**src/rtl/multi_strb_gen.sv**
```systemverilog
// Multi-channel programmable strobe generator: per-channel clock divider with a one-cycle
// strobe, a square-wave toggle, and divisor updates deferred to period boundaries.
module multi_strb_gen #(
    parameter int NUM_CH  = 2,
    parameter int CNT_W   = 16,
    parameter int RST_DIV = 2
) (
    input  logic                      clk_i,
    input  logic                      arstn_i,
    input  logic [NUM_CH-1:0]         en_i,
    input  logic [NUM_CH*CNT_W-1:0]   div_i,
    input  logic [NUM_CH-1:0]         div_load_i,
    input  logic                      sync_i,
    output logic [NUM_CH-1:0]         strb_o,
    output logic [NUM_CH-1:0]         tgl_o,
    output logic [NUM_CH-1:0]         pend_o
);

    localparam logic [CNT_W-1:0] RST_DIV_V = CNT_W'(RST_DIV);
    localparam logic [CNT_W-1:0] ONE       = CNT_W'(1);

    for (genvar c = 0; c < NUM_CH; c++) begin : g_ch
        logic [CNT_W-1:0] cnt_q;
        logic [CNT_W-1:0] div_q;
        logic [CNT_W-1:0] pend_val_q;
        logic             pend_q;
        logic             strb_q;
        logic             tgl_q;
        logic [CNT_W-1:0] div_new;
        logic [CNT_W-1:0] last_cnt;
        logic             tc;
        logic             boundary;
        logic             fire;

        assign div_new  = div_i[c*CNT_W +: CNT_W];
        // A programmed divisor of 0 behaves as 1, so the last count is 0 in both cases.
        assign last_cnt = (div_q == '0) ? '0 : div_q - ONE;
        assign tc       = en_i[c] & (cnt_q == last_cnt);
        assign boundary = tc | sync_i | ~en_i[c];
        assign fire     = tc & ~sync_i;

        always_ff @(posedge clk_i or negedge arstn_i) begin
            if (!arstn_i) begin
                cnt_q      <= '0;
                div_q      <= RST_DIV_V;
                pend_val_q <= '0;
                pend_q     <= 1'b0;
                strb_q     <= 1'b0;
                tgl_q      <= 1'b0;
            end else begin
                if (sync_i || !en_i[c] || tc) begin
                    cnt_q <= '0;
                end else begin
                    cnt_q <= cnt_q + ONE;
                end

                strb_q <= fire;
                tgl_q  <= tgl_q ^ fire;

                // A fresh load always supersedes whatever was pending.
                if (div_load_i[c]) begin
                    if (boundary) begin
                        div_q  <= div_new;
                        pend_q <= 1'b0;
                    end else begin
                        pend_val_q <= div_new;
                        pend_q     <= 1'b1;
                    end
                end else if (pend_q && boundary) begin
                    div_q  <= pend_val_q;
                    pend_q <= 1'b0;
                end
            end
        end

        assign strb_o[c] = strb_q;
        assign tgl_o[c]  = tgl_q;
        assign pend_o[c] = pend_q;
    end

endmodule

```
**config.mk**
```make
export PLATFORM = sky130hd
export DESIGN_NAME = multi_strb_gen
export DESIGN_NICKNAME = d
export VERILOG_FILES = /design/src/rtl/multi_strb_gen.sv
export SDC_FILE = /design/constraint.sdc
export NUM_CORES = 1
export LEC_CHECK = 0
export ABC_AREA = 0
export BUFFER_PORTS_ARGS = -buffer_cell sky130_fd_sc_hd__buf_2
export CAP_MARGIN = 20
export CORE_MARGIN = 2
export CORE_UTILIZATION = 50
export CTS_BUF_LIST = sky130_fd_sc_hd__clkbuf_2 sky130_fd_sc_hd__clkbuf_4 sky130_fd_sc_hd__clkbuf_8
export DETAILED_ROUTE_END_ITERATION = 8
export HOLD_SLACK_MARGIN = 0.03
export MAX_ROUTING_LAYER = met4
export PLACE_DENSITY = 0.7
export SYNTH_ARGS = -nofsm -noshare
export SYNTH_HDL_FRONTEND = slang
export SYNTH_SLANG_ARGS = --single-unit
```
**constraint.sdc**
```tcl
create_clock -name clk_i -period 6.7 [get_ports clk_i]
set_input_delay 1.005 -clock clk_i [delete_from_list [all_inputs] [get_ports clk_i]]
set_output_delay 1.005 -clock clk_i [all_outputs]
set_load 0.01 [all_outputs]
```
==> metrics, run 1 <==
drt pass-1 iters=5; Crit Path Class=reg2reg; final hold violation count=0; clock period minus worst slack=between 4 and 5 ns; Post-Synthesis Cells=797; min-delay src=g_ch[1].tgl_q; area grow syn2layout=5.46%; area of the mapped netlist=slightly above 7000 µm²; r2r worst-path depth=11; area of the core=13900 µm²; Post-CTS Setup Inserts=0; CP cell instances=inv_1 -> ha_1 -> nor4b_2 -> and4_1 -> or4_1 -> and3_1 -> nor4_4 -> buf_4 -> and2_1 -> a211o_1 -> mux2_2; net count reported at finish=836; Antenna Nets Post-Route=0; Worst Path Required=6.99 ns; Mapped Nets=840; most frequent cells in the layout=dfrtp_1 (100), o21ai_0 (76), inv_1 (54), nor2_1 (49), nand3_1 (45); post-synthesis register bit count=102; leak pwr=~3.0 nW; Fmax=216 MHz; Avg Cell Area, Syn=a little under 9 µm²; critical path startpoint category=flop; Clock Skew=0.0122 ns; class of the worst hold path=reg2reg; H-tree depth=3; Rows=43; Place WS=2.12 ns; vias in the first global route=5922; run status=complete, no violations; post-synth top area share=35.1%; width of the die=about 120 µm; area of the die=15200 µm²; worst stage delay on the critical path=about 0.83 ns; setup ws final=2.07 ns; Sink Count=102; Syn. warnings=0; Worst Setup End Kind=flop; Critical R2R Launch=g_ch[0].div_q[0]; Die H=123 µm; setup_tns=0 ns; Power per Cell Area=213 nW/µm²; Distinct cells, synth=74; overall routing resource usage=25.4%; GR Overflow Total=0; endpoints failing setup=0; pin count of the biggest net entering global routing=between 80 and 90; Final Wtd Congestion=0.914; Max FO, Critical Path=18; top cells by area, synth=dfrtp_1 (35%), o21ai_0 (5.3%), mux2_4 (4.2%); first-pass GRT wire length=29400 µm; Clock Path Buffers=2; Clk pin slew, worst setup/hold paths=0.11 ns; Synth Flop Type=dfrtp_1; period utilization=69.1%; # IOs=45; Initial Utilization=51.4%; ratio of cells with drive above 1 in the final layout=16.7%; MaxCap Viol Count=0; initial antenna violation count=0; # diodes=0; reg2reg setup slack=2.07 ns; slowest CP cell=a211o_1; Layout Utilization=54.2%; Post-DP HPWL=12400 µm; CTS Hold Buffers Added=0; unrepaired setup endpoints after global routing=false; Worst-Skew Late Latency=0.40 ns; hold endpoint=g_ch[1].tgl_q; DR vias=roughly 6.2k; Worst-Margin Slew=1.03 ns; final slew viol count=0; register area share after synthesis=35.8%; routed wire length=18000 µm; Post-synth ARST share=100%; area leader, netlist=dfrtp_1; post_cts resized=0; drt drc=0; Iter 0 DRT Violations=667; routed vias/inst=around 6.4; Peak VDD IR=around 140 µV; clock root buffer=clkbuf_8; worst hold slack=0.467 ns; CTS tree=done; R2R Path End=g_ch[0].pend_val_q[5]; port bufs=44; Num CTS Buffers=9; EDFF count, synth=0; Max-slew headroom=31.4%; routed len/inst=18.4 µm; Min-Delay Path Depth=1; Worst EP arrival=roughly 5 ns; commonest non-fill, non-tap cell in the layout=dfrtp_1
flip-flops by register name, indices dropped and copies added, names as in the netlist:
| signal | flops |
|---|---|
| g_ch.div_q | 32 |
| g_ch.tgl_q | 2 |
| g_ch.strb_q | 2 |
| g_ch.pend_val_q | 32 |
| g_ch.pend_q | 2 |
| g_ch.cnt_q | 32 |
layer usage:
metal / vias to the layer above / share of wire (%) / global-route usage [%]
li1: 2891 / - / -
met1: 3037 / 47 / 36.8
met2: 275 / 44 / 35.4
met3: 37 / 6.1 / 3.23
met4: 0 / 2.3 / 11.4
met5: - / 0 / -
power breakdown:
| part | internal, mW | leakage [nW] | total, mW | switching, mW |
|---|---|---|---|---|
| sequential | 0.682 | 1.28 | 0.775 | 0.0932 |
| combinational | 0.174 | 1.63 | 0.396 | 0.222 |
| clock | 0.182 | 0.108 | 0.427 | 0.245 |
| total | 1.04 | 3.02 | 1.60 | 0.560 |
layout make-up:
cell class	count	area [µm²]
Multi-Input combinational cell	576	4040
Fill cell	1257	6360
Clock inverter	7	87.6
Timing Repair Buffer	50	288
Clock buffer	9	124
Inverter	54	203
Tap cell	180	225
Sequential cell	102	2550
synth_stat cells, drive strengths merged (12+ instances only):
library cell / number
dfrtp: 100
o21ai: 77
inv: 54
nor2: 50
nand3: 45
clkbuf: 36
nor3: 35
mux2: 33
xnor2: 31
nor4: 30
buf: 29
nand2: 26
o22ai: 20
xor2: 20
mux2i: 18
nand4b: 17
a22oi: 16
or2: 15
and3: 14
or4: 13
or3: 12
logic make-up after synthesis:
| kind of cell | synth area share [%] |
|---|---|
| and+or+nand+nor | 24.3 |
| AOI/OAI and AO/OA | 15.9 |
| adders and majority gates | 0.702 |
| buffers and inverters | 7.63 |
| xor gates and xnor gates | 6.90 |
| muxes | 8.79 |
| DFF | 35.8 |
worst max-delay path: cells and delay by family, from the launching register on:
family,cells,cell delay [ns]
compound gates,1,0.83
fa+ha+maj,1,0.23
buf+inv,2,0.40
flops,1,0.53
mux,1,0.41
simple gates,6,2.10
worst max-delay path by stage:
stage / cells after the start / from / end
CTS: 10 / g_ch[1].div_q[0] / g_ch[1].div_q[0]
finish: 11 / g_ch[0].div_q[0] / g_ch[0].pend_val_q[5]
detailed placement: 10 / g_ch[1].div_q[0] / g_ch[1].div_q[0]
global route: 10 / g_ch[0].div_q[0] / g_ch[0].pend_val_q[0]
floorplan: 14 / g_ch[0].div_q[0] / g_ch[0].pend_val_q[10]
global placement: 11 / g_ch[0].div_q[0] / g_ch[0].pend_val_q[2]
metrics by stage:
| step | cell area (µm²) | instances | power [mW] |
|---|---|---|---|
| 2_1_floorplan | 7130 | 797 | 1.06 |
| 3_3_place_gp | 7270 | 960 | 1.15 |
| 3_5_place_dp | 7270 | 960 | 1.17 |
| 4_1_cts | 7480 | 976 | 1.60 |
| 5_1_grt | 7520 | 978 | 1.68 |
| 6_report | 7520 | 978 | 1.60 |
Note: power is estimated with default switching activity, not from simulation.
==> run 2: changes to the inputs <==
==> constraint.sdc (replaced) <==
create_clock -name clk_i -period 4.9 [get_ports clk_i]
set_input_delay 0.735 -clock clk_i [delete_from_list [all_inputs] [get_ports clk_i]]
set_output_delay 0.735 -clock clk_i [all_outputs]
set_load 0.01 [all_outputs]
==> run 2 against run 1 <==
  * Flip-flop and latch count did not move
  * First-iteration DRC count fell by 4.0%
  * Critical path type unchanged
  * Cell count rose by 0.31%
  * Critical endpoint is now g_ch[1].cnt_q[10]
  * Combinational power rose by 38%
  * Sequential share of layout area rose by 0.096 points
  * Largest power group unchanged
  * Clock power rose by 26%
  * Maximum frequency rose by 14%
  * Global-route usage rose by 0.17 points
  * Clock skew fell by 0.0025 ns
  * Count of clock-buffer cells in the layout rose by 2
  * Design area fell by 0.28%
  * Sequential power rose by 37%
==> metrics, run 2 (same netlist as run 1, synthesis figures left out) <==
Clk pin slew, worst setup/hold paths=0.11 ns; Critical R2R Launch=g_ch[1].div_q[0]; final slew viol count=0; initial antenna violation count=0; CTS Hold Buffers Added=0; CTS tree=done; worst path buffer plus inverter count=3; Die H=123 µm; drt pass-1 iters=5; first-pass GRT wire length=29700 µm; routed wire length=18300 µm; GR Overflow Total=0; area grow syn2layout=5.16%; reg2reg setup slack=0.85 ns; Num CTS Buffers=9; MaxCap Viol Count=0; cell family with most CP delay=simple AND/OR/NAND/NOR gates; Max-slew headroom=a little over a third; clock root buffer=clkbuf_8; Worst Setup End Kind=flop; CP cell instances=inv_1 -> ha_1 -> or4b_4 -> nor4_2 -> buf_4 -> a221o_1 -> and4b_1 -> nor4b_1 -> nand4_1 -> nand2_1 -> buf_4 -> nor2_1; vias in the first global route=5853; overall power=2.15 mW; port bufs=44; Antenna Nets Post-Route=0; pin count of the biggest net entering global routing=74; area of the die=15200 µm²; unrepaired setup endpoints after global routing=false; width of the die=123 µm; Clock Path Buffers=2; FILL cells=1289; worst stage delay on the critical path=0.57 ns; Worst-Margin Slew=0.967 ns; Iter 0 DRT Violations=640; endpoints failing setup=0; most frequent cells in the layout=dfrtp_1 (100), o21ai_0 (76), inv_1 (54), nor2_1 (49), nand3_1 (45); clock period minus worst slack=4.05 ns; Post-DP HPWL=between 10000 and 15000 µm; Max FO, Critical Path=17; Largest regs=g_ch.cnt_q: 32 flops, g_ch.div_q: 32 flops, g_ch.pend_val_q: 32 flops; Clock Skew=0.00970 ns; Fmax=between 200 and 250 MHz; post_cts resized=0; most used cell, CP=buf_4; Final Wtd Congestion=just under 1; ratio of cells with drive above 1 in the final layout=approximately 17%; critical path startpoint category=flop; Worst-Skew Late Latency=a little under 0.4 ns; Peak VDD IR=195 µV; setup_tns=0 ns; r2r worst-path depth=12; Rows=43; routed vias/inst=6.35; DR vias=between 6k and 7k; net count reported at finish=839; Sink Count=102; Post-CTS Setup Inserts=0; period utilization=82.7%; Crit Path Class=reg2reg; Power per Cell Area=286 nW/µm²; final hold violation count=0; Worst Path Required=5.18 ns; Worst EP arrival=4.33 ns; overall routing resource usage=25.5%; area of the core=13900 µm²; drt drc=0; H-tree depth=3; leak pwr=3.01 nW; worst hold slack=0.466 ns; # diodes=0; commonest non-fill, non-tap cell in the layout=dfrtp_1; class of the worst hold path=in2async; # IOs=45; run status=complete, no violations; R2R Path End=g_ch[1].cnt_q[10]; Initial Utilization=51.4%; routed len/inst=18.7 µm; slowest CP cell=or4b_4
==> run 2: area by class of cell <==
class / instances / area, µm² / share of cell area, %
flip-flops and latches: 102 / 2550 / 34.1
multi-input cells: 576 / 4040 / 53.8
inverters: 54 / 203 / 2.70
well taps: 180 / 225 / 3.00
repair buffers: 53 / 290 / 3.87
clock inverters: 5 / 42.5 / 0.567
clock buffers: 11 / 145 / 1.94
==> run 2: worst register-to-register path, cell delays in order (launching register included) <==
cell	delay (ns)
dfrtp_1	0.44
inv_1	0.16
ha_1	0.21
or4b_4	0.57
nor4_2	0.37
buf_4	0.25
a221o_1	0.18
and4b_1	0.19
nor4b_1	0.35
nand4_1	0.26
nand2_1	0.56
buf_4	0.32
nor2_1	0.08
==> run 2: per-layer routing <==
metal / routed length (µm) / GRT usage, % / up-vias
li1: - / - / 2903
met2: 8090 / 37.3 / 255
met5: 0 / - / -
met4: 385 / 8.52 / 0
met1: 8640 / 36.8 / 3036
met3: 1180 / 3.27 / 32
==> run 2: report_power, final <==
| part | switching, mW | total (mW) | leakage (nW) | internal, mW |
|---|---|---|---|---|
| Clock | 0.329 | 0.538 | 0.0935 | 0.209 |
| Combinational | 0.305 | 0.546 | 1.64 | 0.241 |
| Sequential | 0.130 | 1.06 | 1.28 | 0.932 |
==> run 2: per-stage QoR <==
step           cell area, µm²  instances  util [%]  setup slack (ns)
2_1_floorplan            7130        797         -              1.43
3_3_place_gp             7310        965      52.7              1.07
3_5_place_dp             7310        965      52.7             0.899
4_1_cts                  7500        981      54.0             0.870
5_1_grt                  7500        981      54.0             0.503
6_report                 7500        981      54.0             0.846
==> run 2: how the worst max path moves through the flow <==
stage | start | to | slack (ns) | cells past startpoint
floorplan | g_ch[0].div_q[0] | g_ch[0].pend_val_q[10] | 1.43 | 14
detailed placement | g_ch[1].div_q[0] | g_ch[1].cnt_q[13] | 0.90 | 12
global route | g_ch[1].div_q[0] | g_ch[1].cnt_q[15] | 0.50 | 12
CTS | g_ch[1].div_q[0] | g_ch[1].cnt_q[10] | 0.87 | 12
global placement | g_ch[1].div_q[0] | g_ch[1].cnt_q[13] | 1.07 | 12
finish | g_ch[1].div_q[0] | g_ch[1].cnt_q[10] | 0.85 | 12
